==> src/rtl/vga_arb_pkg.sv <==
// rtl/vga_arb_pkg.sv - shared types and constants for the display memory arbiter
//
// Purpose: state encoding, requester IDs (used as grant-vector bit indices)
// and default fairness parameters for vga_mem_arbiter.
package vga_arb_pkg;

  typedef enum logic [1:0] {
    ST_IDLE  = 2'd0,
    ST_GRANT = 2'd1,
    ST_XFER  = 2'd2
  } arb_state_e;

  // Bit positions inside the one-hot grant vector.
  localparam int REQ_CRT   = 0;
  localparam int REQ_CPUWR = 1;
  localparam int REQ_CPURD = 2;

  localparam int CRT_BURST_DEF  = 8;
  localparam int STARVE_LIM_DEF = 16;
  localparam int CNT_W_DEF      = 5;

  // One-hot mask for a requester ID.
  function automatic logic [2:0] req_mask(input int id);
    logic [2:0] m;
    m = '0;
    m[id[1:0]] = 1'b1;
    return m;
  endfunction

endpackage

==> src/rtl/vga_arb_satcnt.sv <==
// rtl/vga_arb_satcnt.sv - saturating up-counter with synchronous clear
//
// Purpose: counts up on inc, holds at all-ones, clears on clr (clr wins).
// Ports:
//   mem_clk    in   clock
//   h_reset_n  in   asynchronous active-low reset
//   clr        in   synchronous clear
//   inc        in   increment enable
//   cnt        out  current count (CNT_W bits)
module vga_arb_satcnt #(
  parameter int CNT_W = 5
) (
  input  logic             mem_clk,
  input  logic             h_reset_n,
  input  logic             clr,
  input  logic             inc,
  output logic [CNT_W-1:0] cnt
);

  logic [CNT_W-1:0] cnt_q;
  logic [CNT_W-1:0] cnt_d;

  always_comb begin
    cnt_d = cnt_q;
    if (clr) begin
      cnt_d = '0;
    end else if (inc && (cnt_q != {CNT_W{1'b1}})) begin
      cnt_d = cnt_q + 1'b1;
    end
  end

  always_ff @(posedge mem_clk or negedge h_reset_n) begin
    if (!h_reset_n) begin
      cnt_q <= '0;
    end else begin
      cnt_q <= cnt_d;
    end
  end

  assign cnt = cnt_q;

endmodule

==> src/rtl/vga_mem_arbiter.sv <==
// rtl/vga_mem_arbiter.sv - display memory port arbiter (CRT refill / CPU write / CPU read)
//
// Purpose: picks one requester in IDLE, holds a one-hot grant while a single
// memory transaction runs through the req/ack/done handshake, and returns to
// IDLE (which doubles as the turnaround cycle). CRT bursts are capped while
// the CPU waits, and a long CPU wait forces CPU service unless CRT is urgent.
// Ports:
//   mem_clk, h_reset_n           clock, asynchronous active-low reset
//   crt_req, crt_urgent          CRT FIFO refill request / near-empty override
//   cpu_wr_req, cpu_rd_req       CPU write drain / CPU read requests
//   mem_ack, mem_done            memory controller accept / transfer-complete
//   mem_req                      request to memory controller (GRANT state)
//   crt_gnt, cpu_wr_gnt,
//   cpu_rd_gnt                   one-hot port ownership
//   arb_busy                     arbiter not in IDLE
//   starve_flag                  registered cpu_wait >= STARVE_LIM
module vga_mem_arbiter
  import vga_arb_pkg::*;
#(
  parameter int CRT_BURST  = CRT_BURST_DEF,
  parameter int STARVE_LIM = STARVE_LIM_DEF,
  parameter int CNT_W      = CNT_W_DEF
) (
  input  logic mem_clk,
  input  logic h_reset_n,
  input  logic crt_req,
  input  logic crt_urgent,
  input  logic cpu_wr_req,
  input  logic cpu_rd_req,
  input  logic mem_ack,
  input  logic mem_done,
  output logic mem_req,
  output logic crt_gnt,
  output logic cpu_wr_gnt,
  output logic cpu_rd_gnt,
  output logic arb_busy,
  output logic starve_flag
);

  localparam logic [CNT_W-1:0] BURST_C  = CNT_W'(CRT_BURST);
  localparam logic [CNT_W-1:0] STARVE_C = CNT_W'(STARVE_LIM);
  localparam logic [2:0]       CPU_MASK = req_mask(REQ_CPUWR) | req_mask(REQ_CPURD);

  arb_state_e       state_q, state_d;
  logic [2:0]       gnt_q, gnt_d;
  logic             starve_q, starve_d;

  logic [CNT_W-1:0] crt_run;
  logic [CNT_W-1:0] cpu_wait;

  logic             cpu_pend;
  logic             any_req;
  logic [2:0]       cpu_pick;
  logic [2:0]       win;
  logic             issue;
  logic             cpu_issue;
  logic             crt_issue;

  assign cpu_pend = cpu_wr_req | cpu_rd_req;
  assign any_req  = crt_req | crt_urgent | cpu_pend;

  // Posted writes drain ahead of reads to keep CPU memory view coherent.
  assign cpu_pick = cpu_wr_req ? req_mask(REQ_CPUWR) : req_mask(REQ_CPURD);

  always_comb begin
    win = '0;
    if (crt_urgent) begin
      win = req_mask(REQ_CRT);
    end else if (cpu_pend && ((crt_run >= BURST_C) || (cpu_wait >= STARVE_C))) begin
      win = cpu_pick;
    end else if (crt_req) begin
      win = req_mask(REQ_CRT);
    end else if (cpu_pend) begin
      win = cpu_pick;
    end
  end

  assign issue     = (state_q == ST_IDLE) && any_req;
  assign cpu_issue = issue && ((win & CPU_MASK) != 3'b000);
  assign crt_issue = issue && win[REQ_CRT];

  always_comb begin
    state_d = state_q;
    gnt_d   = gnt_q;
    case (state_q)
      ST_IDLE: begin
        if (any_req) begin
          state_d = ST_GRANT;
          gnt_d   = win;
        end
      end
      ST_GRANT: begin
        // ack+done together skip XFER entirely.
        if (mem_ack) begin
          if (mem_done) begin
            state_d = ST_IDLE;
            gnt_d   = '0;
          end else begin
            state_d = ST_XFER;
          end
        end
      end
      ST_XFER: begin
        if (mem_done) begin
          state_d = ST_IDLE;
          gnt_d   = '0;
        end
      end
      default: begin
        state_d = ST_IDLE;
        gnt_d   = '0;
      end
    endcase
  end

  assign starve_d = (cpu_wait >= STARVE_C);

  always_ff @(posedge mem_clk or negedge h_reset_n) begin
    if (!h_reset_n) begin
      state_q  <= ST_IDLE;
      gnt_q    <= '0;
      starve_q <= 1'b0;
    end else begin
      state_q  <= state_d;
      gnt_q    <= gnt_d;
      starve_q <= starve_d;
    end
  end

  // CRT run length only matters while the CPU is waiting.
  vga_arb_satcnt #(.CNT_W(CNT_W)) u_crt_run (
    .mem_clk   (mem_clk),
    .h_reset_n (h_reset_n),
    .clr       (cpu_issue | ~cpu_pend),
    .inc       (crt_issue & cpu_pend),
    .cnt       (crt_run)
  );

  // Wait time accrues only while no CPU grant is held.
  vga_arb_satcnt #(.CNT_W(CNT_W)) u_cpu_wait (
    .mem_clk   (mem_clk),
    .h_reset_n (h_reset_n),
    .clr       (cpu_issue | ~cpu_pend),
    .inc       (cpu_pend & ((gnt_q & CPU_MASK) == 3'b000)),
    .cnt       (cpu_wait)
  );

  assign mem_req     = (state_q == ST_GRANT);
  assign arb_busy    = (state_q != ST_IDLE);
  assign crt_gnt     = gnt_q[REQ_CRT];
  assign cpu_wr_gnt  = gnt_q[REQ_CPUWR];
  assign cpu_rd_gnt  = gnt_q[REQ_CPURD];
  assign starve_flag = starve_q;

endmodule

==> config.mk <==
export PLATFORM = sky130hd
export DESIGN_NAME = vga_mem_arbiter
export DESIGN_NICKNAME = d
export VERILOG_FILES = /design/src/rtl/vga_arb_pkg.sv /design/src/rtl/vga_arb_satcnt.sv /design/src/rtl/vga_mem_arbiter.sv
export SDC_FILE = /design/constraint.sdc
export NUM_CORES = 1
export LEC_CHECK = 0
export ABC_AREA = 1
export BUFFER_PORTS_ARGS = -buffer_cell sky130_fd_sc_hd__buf_2
export CAP_MARGIN = 20
export CORE_MARGIN = 2
export CORE_UTILIZATION = 55
export CTS_CLUSTER_DIAMETER = 30
export DETAILED_ROUTE_END_ITERATION = 6
export GPL_ROUTABILITY_DRIVEN = 0
export GPL_TIMING_DRIVEN = 0
export PLACE_DENSITY = 0.8
export SYNTH_ARGS = -nofsm -noshare
export SYNTH_HDL_FRONTEND = slang
export SYNTH_SLANG_ARGS = --single-unit
==> constraint.sdc <==
create_clock -name mem_clk -period 2.2 [get_ports mem_clk]
set_clock_uncertainty 0.2 [all_clocks]
set_input_delay 0.44 -clock mem_clk [delete_from_list [all_inputs] [get_ports mem_clk]]
set_output_delay 0.44 -clock mem_clk [all_outputs]
set_load 0.02 [all_outputs]
[Word level (Yosys, flattened, before mapping)]
Index checks and enable logic that the tools add are counted.
Word-level totals
  input bits: 8
  flip-flop bits (word level): 16
  output and inout port bits: 6
  word-level logic and storage cells: 56
Cells by class
  bitwise logic cells: 7
  $add $sub $neg: 2
  equality and inequality tests: 7
  reduce and logical (&&, ||, !) cells: 15
  $lt $le $gt $ge: 2
  mux-type cells: 18
Operators with widths (number)
  $mux W3: 8
  $mux W5: 4
  $add A5 B1 Y5 const B: 2
  $ne A5 B5 Y1 const B: 2
  $pmux W3 S3: 1
  $mux W2: 4
  $logic_and A1 B1 Y1: 6
  $ne A2 B2 Y1 const B: 3
  $pmux W2 S3: 1
  $reduce_bool A2 Y1: 3
  $ge A5 B4 Y1 const B: 1
  $ge A5 B5 Y1 const B: 1
  $or A1 B1 Y1: 4
  $logic_not A3 Y1: 1
  $reduce_and A3 Y1: 1
  $reduce_bool A3 Y1: 1
  $and A1 B1 Y1: 2
  $eq A2 B1 Y1 const B: 1
  $eq A2 B2 Y1 const B: 1
  $logic_not A2 Y1: 1
  $reduce_and A2 Y1: 1
  $logic_or A1 B1 Y1: 1
  $not A1 Y1: 1

[Longest topological paths before layout]
  depth in word-level cells: 10
  depth in mapped cells: 11

[By module]
Synthesis repeated with hierarchy kept, for this count alone.
Unflattened totals
  cells, all modules: 120
  area total of the unflattened synthesis: 915.9 um^2
By module, submodules not included
  vga_arb_satcnt: instances 2, seq. area each 125.1 um^2, cells an instance 35, area an instance 266.5 um^2
  vga_mem_arbiter: instances 1, seq. area each 150.1 um^2, cells an instance 50, area an instance 382.9 um^2

[Worst setup path before layout]
OpenSTA, ideal clock, no wires.
  kind: flip-flop to flip-flop
  start point: register u_cpu_wait.cnt_q[0] (netlist: u_cpu_wait.cnt[0])
  end point: register u_cpu_wait.cnt_q[3] (netlist: u_cpu_wait.cnt[3])
  buffers on the path: 0
  arrival time: 1.413 ns
  period minus slack after synthesis: 1.734 ns
  data required time: 1.879 ns
  setup slack: 0.466 ns
  setup time: 0.121 ns
  cell stages (with the launch flop): 9
  path through: dfrtp_1 -> ha_1 -> and3_1 -> ha_1 -> inv_1 -> nand2_1 -> nor2_1 -> xnor2_1 -> nor2_1
Between the ends
  cells in the longest elaborated chain, start to end: 9
Ends and longest elaborated chain
  start, declared: line vga_arb_satcnt.sv:20  | logic [CNT_W-1:0] cnt_q;
  start signal, assigned: line vga_arb_satcnt.sv:36  | cnt_q <= cnt_d;
  $ge A5 B5 Y1: line vga_mem_arbiter.sv:69  | end else if (cpu_pend && ((crt_run >= BURST_C) || (cpu_wait >= STARVE_C))) begin
  $logic_or A1 B1 Y1: line vga_mem_arbiter.sv:69
  $logic_and A1 B1 Y1: line vga_mem_arbiter.sv:69
  $mux W3: line vga_mem_arbiter.sv:69
  $mux W3: line vga_mem_arbiter.sv:67  | if (crt_urgent) begin
  $reduce_bool A3 Y1: line vga_mem_arbiter.sv:79  | assign cpu_issue = issue && ((win & CPU_MASK) != 3'b000);
  $logic_and A1 B1 Y1: line vga_mem_arbiter.sv:79
  $or A1 B1 Y1: line vga_mem_arbiter.sv:143  | .clr (cpu_issue | ~cpu_pend),
  $mux W5 or $reduce_bool A2 Y1 (tied branches)
Several ways; a longest one is shown, not always the timed one. The select of a mux whose other input is x is not followed.
A chain may end at the register's enable or synchronous reset.

[Worst setup path in the final report]
  start point: register state_q[0]
  end point: output arb_busy
Between the ends
  cells in the longest elaborated chain, start to end: 1
Ends and longest elaborated chain
  start, declared: line vga_mem_arbiter.sv:44  | arb_state_e state_q, state_d;
  start signal, assigned: line vga_mem_arbiter.sv:124  | state_q <= state_d;
  $reduce_bool A2 Y1: line vga_mem_arbiter.sv:149  | assign arb_busy = (state_q != ST_IDLE);
  end, declared: line vga_mem_arbiter.sv:36  | output logic arb_busy,
No other way between the ends.

==> impl_metrics.env <==
export IMPL_holdWs_ns=0.274
export IMPL_drc_errors=0
export IMPL_min_to="state_q[1]$_DFFE_PN0P_"
export IMPL_synth_top_area_share_pct=38.6
export IMPL_clk_pin_slew_worst_paths_ns=0.09
export IMPL_worst_setup_path_type="reg2out"
export IMPL_ys_flop_type="dfrtp_1"
export IMPL_worstRegToRegCells=8
export IMPL_netlist_area_sq_um=1040
export IMPL_antenna_cells=0
export IMPL_vias=836
export IMPL_cap_violations=0
export IMPL_fill_cells=159
export IMPL_period_share_pct=88.9
export IMPL_crit_start="state_q[0]$_DFFE_PN0P_"
export IMPL_comb_power_share_pct=49.9
export IMPL_hold_buffers=1
export IMPL_cts_sinks=16
export IMPL_p_per_area_nw_per_um2=1120
export IMPL_post_cts_buffers=0
export IMPL_cts_tree="built"
export IMPL_finish_utilization_pct=67.7
export IMPL_r2r_start="u_cpu_wait.cnt[0]$_DFFE_PN0P_"
export IMPL_chipWidth_um=47.5
export IMPL_grt_usage_pct=21.9
export IMPL_syn_nets=143
export IMPL_drtIter0Drc=18
export IMPL_switchingPower_mw=0.584
export IMPL_cts_resized=0
export IMPL_avgSynthCellArea_sq_um=8.24
export IMPL_p_int_mw=0.742
export IMPL_antenna_found_initial=0
export IMPL_layout_area_overhead_vs_synth_pct=13.7
export IMPL_total_power_mw=1.33
export IMPL_endpoint_kind="primary output"
export IMPL_portBuffers=13
export IMPL_r2r_setup_slack_ns=0.32
export IMPL_place_inst=164
export IMPL_cp_arrival_ns=1.32
export IMPL_cts_buffer_depth=2
export IMPL_clockRootBuffer="clkbuf_4"
export IMPL_pre_cts_ws_ns=0.324
export IMPL_postRouteAntennaNets=0
export IMPL_async_flop_share_pct=100
export IMPL_die_area_sq_um=2250
export IMPL_outcome="completed"
export IMPL_synthCells=126
export IMPL_drv_slew=0
export IMPL_drt_pass1_iterations=4
export IMPL_fin_tns_setup_ns=0
export IMPL_pwr_share_clk_pct=14.4
export IMPL_p_leak_nw=0.660
export IMPL_register_area_sq_um=400
export IMPL_grt_max_degree=17
export IMPL_startpoint_type="register"
export IMPL_setup_ws_ns=0.244
export IMPL_yosysUniqueCellTypes=21
export IMPL_holdPathStages=4
export IMPL_htreeDepth=1
export IMPL_core_sq_um=1750
export IMPL_cts_buffers=3
export IMPL_finalNetCount=162
export IMPL_fin_area_sq_um=1180
export IMPL_max_slew_margin_pct=76.0
export IMPL_insertion_delay_ns=0.28
export IMPL_vdd_ir_drop_max_uv=712
export IMPL_grt_ovfl_total=0
export IMPL_routed_wl_mm=1.84
export IMPL_hold_viol=0
export IMPL_seq_power_share_pct=35.7
export IMPL_setup_violations=0
export IMPL_seq_area_frac_synth_pct=38.6
export IMPL_die_h_um=47.5
export IMPL_ys_ff_latch=16
export IMPL_holdCritPathClass="in2reg"
export IMPL_synth_area_top_cells="dfrtp_1 39%, ha_1 11%, nand2_1 8.3%"
export IMPL_rows=15
export IMPL_grt_setup_unrepaired="false"
export IMPL_max_freq_ghz=0.511
export IMPL_worstHoldStart="mem_done"
export IMPL_period_minus_slack_ns=1.96
export IMPL_worst_slew_pin_slew_ns=0.360
export IMPL_grt_pass1_wl_mm=3.44
export IMPL_place_area_sq_um=1130
export IMPL_grt_pass1_vias=841
export IMPL_p_sw_share_pct=44.0
export IMPL_start_util_pct=59.5
export IMPL_crit_fanout=10
export IMPL_synth_area_leader_cell="dfrtp_1"
export IMPL_yosys_warnings=0
export IMPL_multiInputGateArea_sq_um=541
export IMPL_critical_path_required_ns=1.56
export IMPL_num_io_pins=14
export IMPL_regToRegEndpoint="u_cpu_wait.cnt[3]$_DFFE_PN0P_"
export IMPL_drive_above_1_share_pct=25.0
export IMPL_synth_edf_count=0
export IMPL_dpl_hpwl_mm=1.48
export IMPL_stdcell_count=169
export IMPL_wl_per_cell_um=10.9
export IMPL_viasPerCell=4.95
## logic make-up after synthesis
group / after synthesis / share of synthesized area, %
flip-flops: 16 / 38.6
buffers and inverters: 24 / 9.40
XOR/XNOR: 4 / 3.37
AND/OR/NAND/NOR: 65 / 34.0
AO/OA/AOI/OAI: 8 / 3.85
adder cells (fa/ha/maj): 9 / 10.8
## worst max-delay path by stage
| stage | cells past startpoint | end |
|---|---|---|
| floorplan | 8 | u_cpu_wait.cnt[3]$_DFFE_PN0P_ |
| global route | 5 | arb_busy |
| CTS | 5 | arb_busy |
| finish | 5 | arb_busy |
| detailed placement | 8 | u_cpu_wait.cnt[3]$_DFFE_PN0P_ |
| global placement | 8 | u_cpu_wait.cnt[3]$_DFFE_PN0P_ |
## critical path, stage by stage (launching register included)
cell	delay (ns)
dfrtp_1	0.40
inv_1	0.10
ha_1	0.19
buf_6	0.15
inv_1	0.04
buf_2	0.15
## cell type report
class | instances | share of cell area, %
sequential | 16 | 33.9
tap | 25 | 2.65
buffer | 2 | 1.27
multi-input combinational | 86 | 45.8
timing repair buffer | 14 | 6.36
inverter | 22 | 6.99
clock buffer | 4 | 3.07
## power groups by stage
stage | Clock, mW | Combinational (mW) | Sequential, mW
6_report | 0.191 | 0.661 | 0.474
3_5_place_dp | 0 | 0.667 | 0.479
4_1_cts | 0.200 | 0.671 | 0.474
3_3_place_gp | 0 | 0.632 | 0.472
5_1_grt | 0.212 | 0.759 | 0.487
2_1_floorplan | 0 | 0.501 | 0.482
## layout by cell type, fill, tap and decap left out, types with 2 or more instances in the layout
cell	netlist	final
a21oi_1	3	3
buf_2	0	13
clkbuf_4	0	3
dfrtp_1	16	16
ha_1	9	9
inv_1	20	20
inv_2	2	2
nand2_1	23	23
nand2_2	2	2
nand2_4	2	2
nand3_1	9	9
nand3_2	3	3
nand4_1	5	5
nor2_1	11	11
nor2_2	6	6
nor2_4	2	2
o21ai_0	5	5
xor2_1	3	3
## Yosys cell counts, types with 2 or more instances
master and number:
nand2_4 2, o21ai_0 5, nand2_2 2, nor2_2 6
nand3_2 3, dfrtp_1 16, nand3_1 9, a21oi_1 3
inv_2 2, xor2_1 3, inv_1 20, nor2_4 2
nand4_1 5, nand2_1 23, ha_1 9, nor2_1 11
## sequential cells by signal (all words and copies together), names as in the netlist
| name | flops |
|---|---|
| gnt_q | 3 |
| state_q | 2 |
| u_cpu_wait.cnt | 5 |
| u_crt_run.cnt | 5 |
| starve_flag | 1 |
## metal layers
layer  up-vias  wire length (um)  share of wire, %  track usage [%]
met3         5                36               2.0             2.26
li1        432                 -                 -                -
met4         0                40               2.2             10.0
met2        15               975                53             40.3
met5         -                 0                 0                0
met1       384               786                43             25.4
Power figures use the tool's default switching activity.
